<file path="src/rtl/fetch_queue.sv">
// fetch_queue: circular instruction buffer between instruction memory and decode.
// Entries hold {instr, pcplus4}. The head drives decode combinationally and reads
// as all-zero (a NOP) when the queue is empty. Flush and Reset empty the queue.
module fetch_queue #(
  parameter int DEPTH = 4,
  parameter int CW    = 3
) (
  input  logic          Clk,
  input  logic          Reset,
  input  logic          FetchValid,
  input  logic [31:0]   FetchInstr,
  input  logic [31:0]   FetchPCPlus4,
  output logic          FetchReady,
  input  logic          Flush,
  input  logic          DecodeStall,
  output logic          DecodeValid,
  output logic [31:0]   Instr,
  output logic [31:0]   PCPlus4,
  output logic [15:0]   Imm,
  output logic [5:0]    Opcode,
  output logic [CW-1:0] Count
);

  localparam int AW = $clog2(DEPTH);

  logic [63:0]   mem [DEPTH];
  logic [AW-1:0] rd_ptr_reg, rd_ptr_next;
  logic [AW-1:0] wr_ptr_reg, wr_ptr_next;
  logic [CW-1:0] count_reg, count_next;
  logic          push;
  logic          pop;
  logic [63:0]   head;

  // Handshake decode; ready ignores a same-cycle pop so a full queue always refuses.
  always_comb begin
    FetchReady  = !Reset && !Flush && (count_reg < CW'(DEPTH));
    DecodeValid = (count_reg != '0);
    push        = FetchValid && FetchReady;
    pop         = DecodeValid && !DecodeStall;
  end

  // Next-state for pointers and occupancy; Reset and Flush both empty the queue.
  always_comb begin
    rd_ptr_next = rd_ptr_reg;
    wr_ptr_next = wr_ptr_reg;
    count_next  = count_reg;
    if (Reset || Flush) begin
      rd_ptr_next = '0;
      wr_ptr_next = '0;
      count_next  = '0;
    end else begin
      if (push) begin
        wr_ptr_next = wr_ptr_reg + AW'(1);
      end
      if (pop) begin
        rd_ptr_next = rd_ptr_reg + AW'(1);
      end
      if (push && !pop) begin
        count_next = count_reg + CW'(1);
      end else if (pop && !push) begin
        count_next = count_reg - CW'(1);
      end
    end
  end

  // State register for pointers and occupancy.
  always_ff @(posedge Clk) begin
    rd_ptr_reg <= rd_ptr_next;
    wr_ptr_reg <= wr_ptr_next;
    count_reg  <= count_next;
  end

  // Entry storage; push already excludes Reset and Flush cycles.
  always_ff @(posedge Clk) begin
    if (push) begin
      mem[wr_ptr_reg] <= {FetchInstr, FetchPCPlus4};
    end
  end

  // Head presentation; zeroed when empty so decode sees a NOP.
  always_comb begin
    head    = mem[rd_ptr_reg];
    Instr   = DecodeValid ? head[63:32] : 32'h0000_0000;
    PCPlus4 = DecodeValid ? head[31:0]  : 32'h0000_0000;
    Imm     = Instr[15:0];
    Opcode  = Instr[31:26];
    Count   = count_reg;
  end

endmodule

</file>
<file path="config.mk">
export PLATFORM = sky130hd
export DESIGN_NAME = fetch_queue
export DESIGN_NICKNAME = d
export VERILOG_FILES = /design/src/rtl/fetch_queue.sv
export SDC_FILE = /design/constraint.sdc
export NUM_CORES = 1
export LEC_CHECK = 0
export BUFFER_PORTS_ARGS = -buffer_cell sky130_fd_sc_hd__buf_2
export CORE_MARGIN = 5
export CORE_UTILIZATION = 30
export CTS_CLUSTER_DIAMETER = 100
export DETAILED_ROUTE_END_ITERATION = 7
export PLACE_DENSITY = 0.6
export SKIP_CTS_REPAIR_TIMING = 1
export SYNTH_ARGS = -nofsm -noshare
export SYNTH_HDL_FRONTEND = slang
export SYNTH_SLANG_ARGS = --single-unit
export TNS_END_PERCENT = 50
</file>
<file path="constraint.sdc">
create_clock -name Clk -period 7.7 [get_ports Clk]
set_input_delay 1.155 -clock Clk [delete_from_list [all_inputs] [get_ports Clk]]
set_output_delay 1.155 -clock Clk [all_outputs]
set_load 0.01 [all_outputs]
</file>
After elaboration in Yosys (flattened, before gate mapping)
Memories as Yosys holds them, arrays and structs flattened. A register that Yosys moved wholly into a read port is not among the register bits. Cells that the tools add are included.

Add/sub/neg operators: 4. Order comparisons: 1. Mux-type cells: 8. Reductions and logical operators: 14.

Operators with widths (count): two-way mux 32 bit (2); logical AND 1 bit (6); two-way mux 3 bit (2); logical NOT 1 bit (5); adder 2 x 1 -> 2 bit (second input constant) (2); two-way mux 2 bit (2); adder 3 x 1 -> 3 bit (second input constant) (1); < comparator 3 bit (second input constant) (1); nonzero test 3 bit (1); subtractor 3 x 1 -> 3 bit (second input constant) (1); two-way mux 1 bit (2); nonzero test 2 bit (1); logical OR 1 bit (1).

Register bits: 7. Memory bits (writable): 256. Input bits: 69. Output and inout bits: 91. Word-level logic and storage cells: 31. Memories kept: 1.

Memory list: mem (words 4, width 64, rd ports 1, clocked after Yosys merged registers in 1, write ports 1, RTL line 26) `logic [63:0] mem [DEPTH];`.

Longest topological paths before layout
Gate-level depths: netlist (run 1).

Word-level depth: 8. Mapped depth: 10. Depth with buffers taken out: 9.

Worst setup path after synthesis (run 1)
No wires, ideal clock.

Kind: input -> register. Start: input Reset. End: memory mem[0][0] (enable). Setup time: 429 ps. Data arrival time: 3124 ps. Required time: 7271 ps. Path slack: 4148 ps. Cell stages on the path: 2. Path buffers: 0. Cells stage by stage: nor4b_4 and2_1.

Word-level cells in the longest chain between the ends: 6.

Ends and longest elaborated chain: start, declared (RTL line 9) `input logic Reset,`; logical NOT 1 bit (RTL line 36) `FetchReady = !Reset && !Flush && (count_reg < CW'(DEPTH));`; logical AND 1 bit (2 in series) (RTL line 36); logical AND 1 bit (RTL line 38) `push = FetchValid && FetchReady;`; two-way mux 1 bit (RTL line 75) `if (push) begin`; two-way mux 1 bit (not written as such) (RTL line 76) `mem[wr_ptr_reg] <= {FetchInstr, FetchPCPlus4};`; end, declared (RTL line 26).

Every way passes these cells.

==> results by stage, run 1 <==
Floorplanning:
- The starting density of the core is 30.6%.
- The number of top-level design ports is 160.
- The height of the die is 195 um.
- The area of the core is 33700 um2.
- The die covers 38200 um2.
- The row count is 67.
- The x dimension of the die is 195 um.

Logic synthesis:
- After Yosys synthesis, and, or, nand and nor cells account for 5.00% of the synthesized area.
- After synthesis, the share of cell area in mux cells is 14.1%.
- The synthesized-area fraction occupied by ao, oa, aoi and oai cells is 0.413%.
- The synthesized netlist contains 25 unique library cells.
- The number of flops mapped to enable cells by yosys is 256.
- Synthesis handed over a netlist of 476 instances.
- Each instance of the synthesized netlist takes up on average 21.7 um2.
- Of the synthesized area, sequential elements account for 76.3%.
- After synthesis the netlist holds a flip-flop and latch count of 265.
- The Yosys step of the flow raised 0 warnings.
- The number of nets handed over by synthesis was 551.
- The synthesized netlist occupies a cell area of 10300 um2.
- For this run, asynchronously set or reset flops after synthesis account for 0%.
- The post-synthesis share of cell area spent on xor and xnor gates is 0.255%.
- The synthesized-area fraction occupied by adder cells is 0.801%.
- The most used flip-flop cell after synthesis is sky130_fd_sc_hd__edfxtp_1.
- The largest family of logic cells by synthesized area is multiplexers.

Finish:
- At the end of the flow, the number of nets in the layout was 701.
- Leaving out fill and tap cells, the most frequent cells in the layout are 256 x sky130_fd_sc_hd__edfxtp_1, 159 x sky130_fd_sc_hd__buf_2, 64 x sky130_fd_sc_hd__mux4_2, 64 x sky130_fd_sc_hd__and2_1, 29 x sky130_fd_sc_hd__clkbuf_16.
- The most common cell after layout, fill and taps aside is sky130_fd_sc_hd__edfxtp_1.
- The area growth from synthesis to layout is 19.1%.
- The repair_antennas step left the layout with diodes totalling 0.
- The flip-flop count of the largest register, all copies and words added is 256.
- Ranked by flip-flop count, first place goes to mem.
- Of the cells placed in the final design, the portion with a size suffix greater than 1 is 42.3%.

Clock network:
- Counting every sink on the clock net gives 265.
- For the worst-skew pair, the clock arrives at the later sink with an insertion delay of 530 ps.
- TritonCTS built the clock tree.
- The longest clock path from root to sink contains 3 buffers.
- After clock tree synthesis, the clock-pin slew on the worst setup and hold paths is 60 ps.
- The total CTS buffers is 28.
- The number of levels in the clock H-tree is 1.
- The cell sitting at the root of the clock tree is a sky130_fd_sc_hd__clkbuf_16.

Setup path:
- The data required time at the worst endpoint is 6550 ps.
- In this run the worst path has a maximum fanout of 33.
- The worst reg2reg path startpoint is Count[0].
- For this run, the slowest stage of the critical path takes 780 ps.
- STA classifies the critical path startpoint as a flip-flop.
- The setup slack of the worst register-to-register path is 4930 ps.
- The worst setup path endpoint is Imm[0].
- The worst setup path is of the reg2out kind.
- Traced cell by cell, the critical path runs through buf_4, mux4_2, and2_1, buf_2.
- The signal arrival time at the worst endpoint is 2990 ps.
- For the worst flop-to-flop path, the logic depth is 10.
- The worst register-to-register path ends at Count[2].
- STA classifies the critical path endpoint as a primary output.
- The slowest cell on the critical path is sky130_fd_sc_hd__dfxtp_4.

Global route:
- The residual overflow from global routing is 0.
- The first global-routing pass estimated 31.6 mm of wire.
- The largest net degree at the start of global routing is 65.
- The number of antenna violations at the first check in global routing is 3.
- For this run, the total global-route usage over all layers was measured as 10.6%.
- The number of global-route vias before repair is 5322.

STA:
- In the final timing run, aggregate negative setup slack is 0 ps.
- Setup repair after global routing left no endpoint under its margin.
- The max-slew violation count is 0.
- Static timing analysis puts the maximum clock frequency at 241 MHz.
- The final period demand of the worst path is 4150 ps.
- The number of hold-slack violations in the final timing report came to 0.
- The minimum hold slack is 504 ps.
- The largest clock skew in the final design is 8.65 ps.
- In this run the tightest slew margin relative to its limit is 29.7%.
- For the pin with the worst max-slew slack, the measured transition is 1050 ps.
- The number of endpoints failing setup at the final stage is 0.
- The fraction of the cycle the final worst path needs is 53.8%.

Power and ir drop:
- The worst voltage drop across the vdd grid is 0.159 mV.
- The areal power density over the cells is 248 nW/um2.
- The leakage power figure is 0.00422 uW.

Run status:
- The run finished with clean final reports.

Hold path:
- The class of the tightest hold or removal check is reg2reg.

Drt:
- The total iterations of the first detailed-routing run is 4.
- The total number of vias is 4790.
- Wires add up to 20.7 mm.
- The post-route DRC violation count is 0.
- After detailed routing, the average wire length per cell comes to 18.9 um.
- The via density per instance is 4.37.
- The detailed router finished its first iteration with 212 violations.
- The residual antenna-violating net count after detailed routing is 0.

Place:
- The count of buffers inserted at the top-level ports is 159.
- The half-perimeter wire length after detailed placement is 12.1 mm.
- Routability-driven placement finished with a final weighted congestion of 0.639.

Job:
- The tool flagged a number of max-cap violations equal to 0.
[cells by family after synthesis]
| family | after synthesis |
|---|---|
| flip-flops | 265 |
| multiplexers | 65 |
| buffers and inverters | 48 |
| AO/OA/AOI/OAI | 8 |
| AND/OR/NAND/NOR | 81 |
| XOR/XNOR | 3 |
| adder cells (fa/ha/maj) | 6 |
[worst min-delay path by stage]
| stage | startpoint | end | slack, ps | cells past startpoint |
|---|---|---|---|---|
| detailed placement | rd_ptr_reg[1] | flip-flop | 480 | 2 |
| global route | rd_ptr_reg[0] | flip-flop | 550 | 2 |
| global placement | rd_ptr_reg[1] | flip-flop | 470 | 2 |
| finish | rd_ptr_reg[1] | flip-flop | 500 | 2 |
| floorplan | rd_ptr_reg[1] | flip-flop | 460 | 2 |
| CTS | rd_ptr_reg[1] | flip-flop | 510 | 2 |
[report_power, final]
part | internal (uW) | switching (uW)
Combinational | 71.6 | 91.6
Clock | 754 | 526
Sequential | 1600 | 7.08
[area by class of cell]
type	instances	area [um2]
clock inverters	13	110
well taps	448	561
fillers	3183	21400
repair buffers	164	833
multi-input cells	163	2130
flip-flops and latches	265	7880
clock buffers	39	763
inverters	4	15.0
[metal layers]
metal	global-route usage [%]	part of all wire, %
met5	0	0.16
met4	2.51	2.5
met3	2.36	5.0
met2	18.9	51
met1	13.2	41
[cells in the mapped netlist (3+ instances only)]
master                     count  area share, %
sky130_fd_sc_hd__nor2_1        4           0.15
sky130_fd_sc_hd__mux4_2       64             14
sky130_fd_sc_hd__clkbuf_1      7           0.25
sky130_fd_sc_hd__inv_1         4           0.15
sky130_fd_sc_hd__o21ai_0       3           0.15
sky130_fd_sc_hd__or3_1         3           0.18
sky130_fd_sc_hd__buf_6         7           0.76
sky130_fd_sc_hd__buf_4        22            1.6
sky130_fd_sc_hd__a21oi_1       4           0.19
sky130_fd_sc_hd__ha_1          5           0.61
sky130_fd_sc_hd__dfxtp_1       9            1.7
sky130_fd_sc_hd__edfxtp_1    256             75
sky130_fd_sc_hd__buf_2         7           0.34
sky130_fd_sc_hd__and2_1       68            4.1
[critical path, delay by kind of cell (launching register included)]
family / cells / cell delay [ps]
buffers and inverters: 2 / 850
and+or+nand+nor: 1 / 190
muxes: 1 / 590
DFF: 1 / 780
[through the flow]
stage               setup slack, ps  power, uW  instance area (um2)  cells  utilization [%]
CTS                            3370       3100                12300   1096             36.5
finish                         3550       3050                12300   1096             36.5
global route                   3250       3160                12300   1096             36.5
floorplan                      4150       1730                10300    476                -
detailed placement             3960       1800                11400   1044             33.9
global placement               3980       1800                11400   1044             33.9
(Power assumes the default switching activity.)
==> inputs of run 2 (changes only) <==
PLACE_DENSITY = 0.61   (was 0.6)
clock period = 3.8 ns   (was 7.7 ns; I/O delays follow)
==> run 2 against run 1 <==
  * Highest routed layer unchanged
  * Routed wire length down 0.54%
  * Clock power up 110%
  * Worst setup slack worse by 2700 ps
  * Sequential power up 100%
  * Combinational power up 110%
  * Count of clock-buffer cells in the layout down 7
  * Register-to-register slack worse by 3400 ps
  * Critical path depth unchanged
  * First-iteration DRC count down 18%
==> results by stage, run 2 (synthesis results as in run 1) <==
Power and ir drop:
- The areal power density over the cells is 502 nW/um2.
- The switching portion of total power is 20.2%.
- The worst voltage drop across the vdd grid is 0.296 mV.
- The leakage power figure is 0.00426 uW.
- The clock network accounts for 42.6% of the total power.
- The fraction of power consumed by sequential logic is 52.0%.
- The combinational share of power is 5.4%.
- Internal power comes to 4970 uW.
- For this design the total switching power over the nets is 1260 uW.

Finish:
- The register with the most flip-flops in the layout has 256 of them.
- Leaving out fill and tap cells, the most frequent cell in the layout is sky130_fd_sc_hd__edfxtp_1.
- The share of post-route cells with drive strength above 1 is 43.7%.
- At the end of the flow the core is filled with cells to 36.9%.
- More flip-flops sit in one register than any other, and that register is mem.
- The library cells used most frequently in the layout, excluding fill and tap cells, are 256 x sky130_fd_sc_hd__edfxtp_1, 159 x sky130_fd_sc_hd__buf_2, 64 x sky130_fd_sc_hd__mux4_2, 64 x sky130_fd_sc_hd__and2_1, 29 x sky130_fd_sc_hd__clkbuf_16.
- The area growth from synthesis to layout is 20.5%.
- At the end of the flow, the number of nets in the layout was 704.

STA:
- At the pin with the least slew margin, the transition time is 982 ps.
- The setup TNS after final layout is 0 ps.
- The number of endpoints failing setup at the final stage is 0.
- The max-slew violation count is 0.
- After layout, the minimum clock period comes to 2900 ps.
- Setup repair after global routing left no endpoint under its margin.
- The number of hold-slack violations in the final timing report came to 0.
- Headroom to the max-slew limit came out at 34.5%.
- The achievable frequency is 345 MHz.
- The fraction of the cycle the final worst path needs is 76.4%.
- The largest clock skew in the final design is 13.2 ps.

Job:
- The tool flagged a number of max-cap violations equal to 0.

Setup path:
- Along the worst path, the maximum fanout reaches 18.
- For the worst setup path, the data required time is 3230 ps.
- The kind of launch point of the worst setup path is a flip-flop.
- For the worst setup path, the data arrival time is 2330 ps.
- The worst setup path is captured at a primary output.
- By startpoint and endpoint, the worst setup path is classified as reg2out.

Floorplanning:
- After floorplanning, the core was divided into 67 placement rows.
- The area of the core is 33700 um2.
- The die outline area is 38200 um2.
- In this run the horizontal extent of the chip is 195 um.
- For this configuration, the core starts out at a cell density of 30.6%.
- From bottom edge to top edge, the die measures 195 um.
- For this design the top-level I/O count stands at 160.

Global route:
- The global-route total usage across every layer is 10.6%.
- The number of antenna violations at the first check in global routing is 3.
- The residual overflow from global routing is 0.
- The number of global-route vias before repair is 5137.
- The largest net degree at the start of global routing is 65.
- The global-route wire length before repair is 31.7 mm.

Clock network:
- The number of sinks handled by clock tree synthesis is 265.
- TritonCTS built the clock tree.
- In this run the number of H-tree levels came out at 1.
- For the worst-skew pair, the clock arrives at the later sink with an insertion delay of 520 ps.
- The maximum number of buffers from clock root to sink is 3.
- TritonCTS created 28 clock buffers.
- The cell sitting at the root of the clock tree is a sky130_fd_sc_hd__clkbuf_16.
- After clock tree synthesis, the clock-pin slew on the worst setup and hold paths is 60 ps.

Drt:
- Routed signal wires occupy layers up through met5.
- The total length of routed met2 wires is 10.5 mm.
- The via density per instance is 4.35.
- The total routed wirelength is 20.6 mm.
- The post-route DRC violation count is 0.
- The total iterations of the first detailed-routing run is 4.
- The routed design uses 1.18 mm of met3 wire.
- Once detail routing completed, the nets flagged for antenna violations numbered 0.
- In this run, the number of DRC markers left after iteration 0 of detailed routing was 174.
- Dividing the detail-routed wire length by the instance count gives 18.7 um.
- Across all layers, the routed design uses 4785 vias.
- For this block, wires on met1 add up to 8.49 mm.

Hold path:
- In this run the worst hold path is classified as in2reg.

Place:
- The count of buffers inserted at the top-level ports is 159.
- Routability-driven placement finished with a final weighted congestion of 0.659.
- The half-perimeter wire length after detailed placement is 12.8 mm.

Run status:
- The run finished with clean final reports.
## run 2: cell count changes in the layout (fill, tap and decap cells not counted)
cell	change
sky130_fd_sc_hd__clkinv_4	+1
sky130_fd_sc_hd__clkinv_1	-1
sky130_fd_sc_hd__bufinv_16	+1
sky130_fd_sc_hd__buf_4	-2
sky130_fd_sc_hd__diode_2	+2
sky130_fd_sc_hd__buf_12	+5
sky130_fd_sc_hd__clkinvlp_4	+5
sky130_fd_sc_hd__clkbuf_1	-7
## run 2: worst paths after layout
check	end	slack, ps	start	depth (start not counted)
max reg2reg	Count[2]	1530	Count[2]	7
min	mem[3][55]	260	FetchInstr[23]	1
min reg2reg	flip-flop	480	rd_ptr_reg[1]	2
max	PCPlus4[20]	900	flip-flop	4
## run 2: power by group through the flow
stage	combinational (uW)	clock [uW]	sequential (uW)
finish	338	2650	3240
global route	376	2880	3240
CTS	351	2740	3240
detailed placement	350	0	3310
global placement	346	0	3300
floorplan	199	0	3300
## run 2: per-stage QoR
step                area, um2  std cells  setup WS, ps  power (uW)  hold slack (ps)
detailed placement      11500       1047          1220        3650              475
global placement        11500       1047          1260        3650              464
global route            12400       1098           702        6500              231
finish                  12400       1100           899        6240              258
CTS                     12400       1098           814        6330              224
floorplan               10300        476           833        3500              459
## run 2: layout make-up
cell class | count | area [um2]
Inverter | 4 | 15.0
Fill cell | 3171 | 21300
Sequential cell | 265 | 7880
Antenna cell | 2 | 5.00
Clock buffer | 32 | 737
Clock inverter | 19 | 183
Tap cell | 448 | 561
Timing Repair Buffer | 167 | 918
Multi-Input combinational cell | 163 | 2130
## run 2: routing by layer
metal,up-vias,global-route usage [%]
met5,-,0
met4,4,2.09
met1,2420,13.6
met2,129,18.3
li1,2199,-
met3,33,2.90
## run 2: critical path, cell delays in order, from the launching register on
cell                      delay (ps)
sky130_fd_sc_hd__dfxtp_4         580
sky130_fd_sc_hd__buf_4           340
sky130_fd_sc_hd__mux4_2          560
sky130_fd_sc_hd__and2_1          170
sky130_fd_sc_hd__buf_2           130
==> inputs of run 3 (changes only) <==
clock period = 2.3 ns   (was 3.8 ns; I/O delays follow)
==> run 3 against run 2 <==
  * The flow now finishes with violations (setup timing)
  * Combinational power grew 130%
  * Via count rose by 4.5%
  * Total power up 75%
  * Largest cell class unchanged
  * Clock skew shrank 6.3 ps
  * Critical path type unchanged
==> results by stage, run 3 (synthesis results as in run 1) <==
Setup path:
- Data arrives at the worst endpoint at 2040 ps.
- Setup slack on the worst reg-to-reg path comes out at 170 ps.
- The data required time at the worst endpoint is 1960 ps.
- STA classifies the critical path endpoint as a primary output.
- The kind of launch point of the worst setup path is a flip-flop.
- The setup path with the least slack is of type reg2out.
- The maximum fanout count along the critical path is 6.

Global route:
- The number of global-route vias before repair is 5389.
- For this run, the total global-route usage over all layers was measured as 10.8%.
- The first global-routing pass estimated 32.2 mm of wire.
- The number of antenna violations at the first check in global routing was 4.
- The largest net degree at the start of global routing is 66.
- For this run the aggregate overflow at the end of global routing stands at 0.

Clock network:
- For this design, the sink count on the clock tree is 265.
- Clock tree synthesis selected as its root buffer the cell sky130_fd_sc_hd__clkbuf_16.
- The number of levels in the clock H-tree is 1.
- In this run, CTS created clock tree buffers numbering 30.
- For the worst-skew pair, the clock arrives at the later sink with an insertion delay of 530 ps.
- TritonCTS built the clock tree.
- The clock passes through at most 3 buffers.
- After clock tree synthesis, the clock-pin slew on the worst setup and hold paths is 60 ps.

STA:
- In this run the tightest slew margin relative to its limit is 78.1%.
- The max-slew violation count came to 0.
- Between clock sinks in the finished design, the worst skew comes to 6.88 ps.
- The final critical path takes up 104% of the cycle.
- The number of endpoints failing setup at the final stage is 86.
- The achievable frequency is 419 MHz.
- The number of hold-slack violations in the final timing report is 0.
- Setup repair after global routing could not meet its margin everywhere.
- The post-layout worst setup margin is -89.3 ps.
- The worst path in the final design needs a cycle of 2390 ps, including I/O delays and setup.
- The transition time at the pin with the least slew margin is 328 ps.

Power and ir drop:
- The leakage power figure is 0.00464 uW.
- In this run the power density over the cells is 809 nW/um2.
- Across the VDD grid, the largest voltage drop is 0.727 mV.
- Total power for the finished layout comes to 10900 uW.

Drt:
- The via density per instance is 4.44.
- The total iterations of the first detailed-routing run is 4.
- The final route contains 4998 vias.
- Detailed routing placed a total of 1.19 mm of wire on met3.
- The detailed-route wire length on metal 1 is 9.02 mm.
- The detail route stage leaves a number of antenna-violating nets equal to 0.
- The average wire per cell in the routed design is 19.5 um.
- Detailed routing placed a total of 11.2 mm of wire on met2.
- The first routing iteration left 154 violations.
- The top layer used by detailed routing is met5.
- For this run, design rule violations remaining after detail routing come to 0.
- Summed over all layers, the routed wires come to 22.0 mm.

Finish:
- The most common cell after layout, fill and taps aside is sky130_fd_sc_hd__edfxtp_1.
- The sequential cells in the finished layout cover a total of 7880 um2.
- In the final layout, the multi-input gates occupy 2250 um2.
- The final layout net count is 730.
- The library cells used most frequently in the layout, excluding fill and tap cells, are 256 x sky130_fd_sc_hd__edfxtp_1, 97 x sky130_fd_sc_hd__buf_2, 64 x sky130_fd_sc_hd__mux4_2.
- The register with the most flip-flops in the layout has 256 of them.
- The area growth from synthesis to layout is 30.6%.
- Of the cells placed in the final design, the portion with a size suffix greater than 1 is 52.2%.
- mem holds more flip-flops than any other register.
- The count of non-filler cells in the finished layout is 1125.
- The number of fill cells in the layout is 3059.

Run status:
- The run finished, with violations left.
- The checks that failed: setup timing.

Floorplanning:
- The die outline area is 38200 um2.
- The area of the core is 33700 um2.
- The die is 195 um wide.
- 160 I/O pins were placed.
- From bottom edge to top edge, the die measures 195 um.
- The starting density of the core is 30.6%.
- The initialized floorplan defines 67 standard-cell rows.

Place:
- The routability congestion estimate from global placement is 0.693.
- The cell count after placement is 1056.
- Timing analysis after detailed placement gives a worst setup slack of 179 ps.
- The count of buffers added on input and output ports is 159.
- The half-perimeter wire length after detailed placement is 13.0 mm.

Hold path:
- The worst hold path belongs to the class in2reg.

Job:
- The total of max-cap violations is 0.
==> run 3: changes by cell type in the layout (fill, tap and decap cells not counted), moves of 3 or more <==
cell                            delta
sky130_fd_sc_hd__and2_1           -48
sky130_fd_sc_hd__and2_4           +48
sky130_fd_sc_hd__buf_12           +11
sky130_fd_sc_hd__buf_2            -62
sky130_fd_sc_hd__buf_6            +62
sky130_fd_sc_hd__clkbuf_1          +3
sky130_fd_sc_hd__clkbuf_16         +7
sky130_fd_sc_hd__clkinvlp_4        -6
sky130_fd_sc_hd__dlygate4sd3_1     +3
==> run 3: routing by layer <==
layer  vias to the layer above  GRT usage, %
li1                       2248             -
met1                      2583          12.9
met2                       123          19.5
met3                        38          2.77
met4                         6          2.56
met5                         -             0
==> run 3: layout make-up <==
| type | count | share of cell area, % |
|---|---|---|
| Sequential cell | 265 | 58.5 |
| Multi-Input combinational cell | 163 | 16.7 |
| Timing Repair Buffer | 191 | 13.1 |
| Clock buffer | 39 | 6.13 |
| Tap cell | 448 | 4.16 |
| Clock inverter | 14 | 1.28 |
| Inverter | 4 | 0.111 |
| Antenna cell | 1 | 0.0186 |
==> run 3: critical path: stages (launching register included) <==
cell,delay (ps)
sky130_fd_sc_hd__dfxtp_4,380
sky130_fd_sc_hd__buf_12,160
sky130_fd_sc_hd__clkbuf_16,160
sky130_fd_sc_hd__mux4_2,500
sky130_fd_sc_hd__and2_1,170
sky130_fd_sc_hd__buf_2,130
==> run 3: power breakdown <==
group,total (uW),switching (uW),internal (uW)
logic,787,364,423
registers,5350,14.4,5340
clock network,4760,1800,2950
==> run 3: metrics by stage <==
stage / util [%] / hold slack, ps / setup TNS, ps / area (um2)
floorplan: - / 444 / -66510 / 10300
global placement: 34.7 / 485 / 0 / 11700
detailed placement: 34.7 / 493 / 0 / 11700
CTS: 37.7 / -11.6 / -19910 / 12700
global route: 40.0 / 3.78 / -11370 / 13500
finish: 40.0 / 24.4 / -4990 / 13500
==> run 3: final timing paths <==
kind                                       from  cells after the start          to
worst min-delay path            FetchPCPlus4[1]                      1   mem[1][1]
worst min register to register    rd_ptr_reg[1]                      2   flip-flop
worst max register to register         Count[0]                      9    Count[2]
worst max-delay path                  flip-flop                      5  PCPlus4[0]
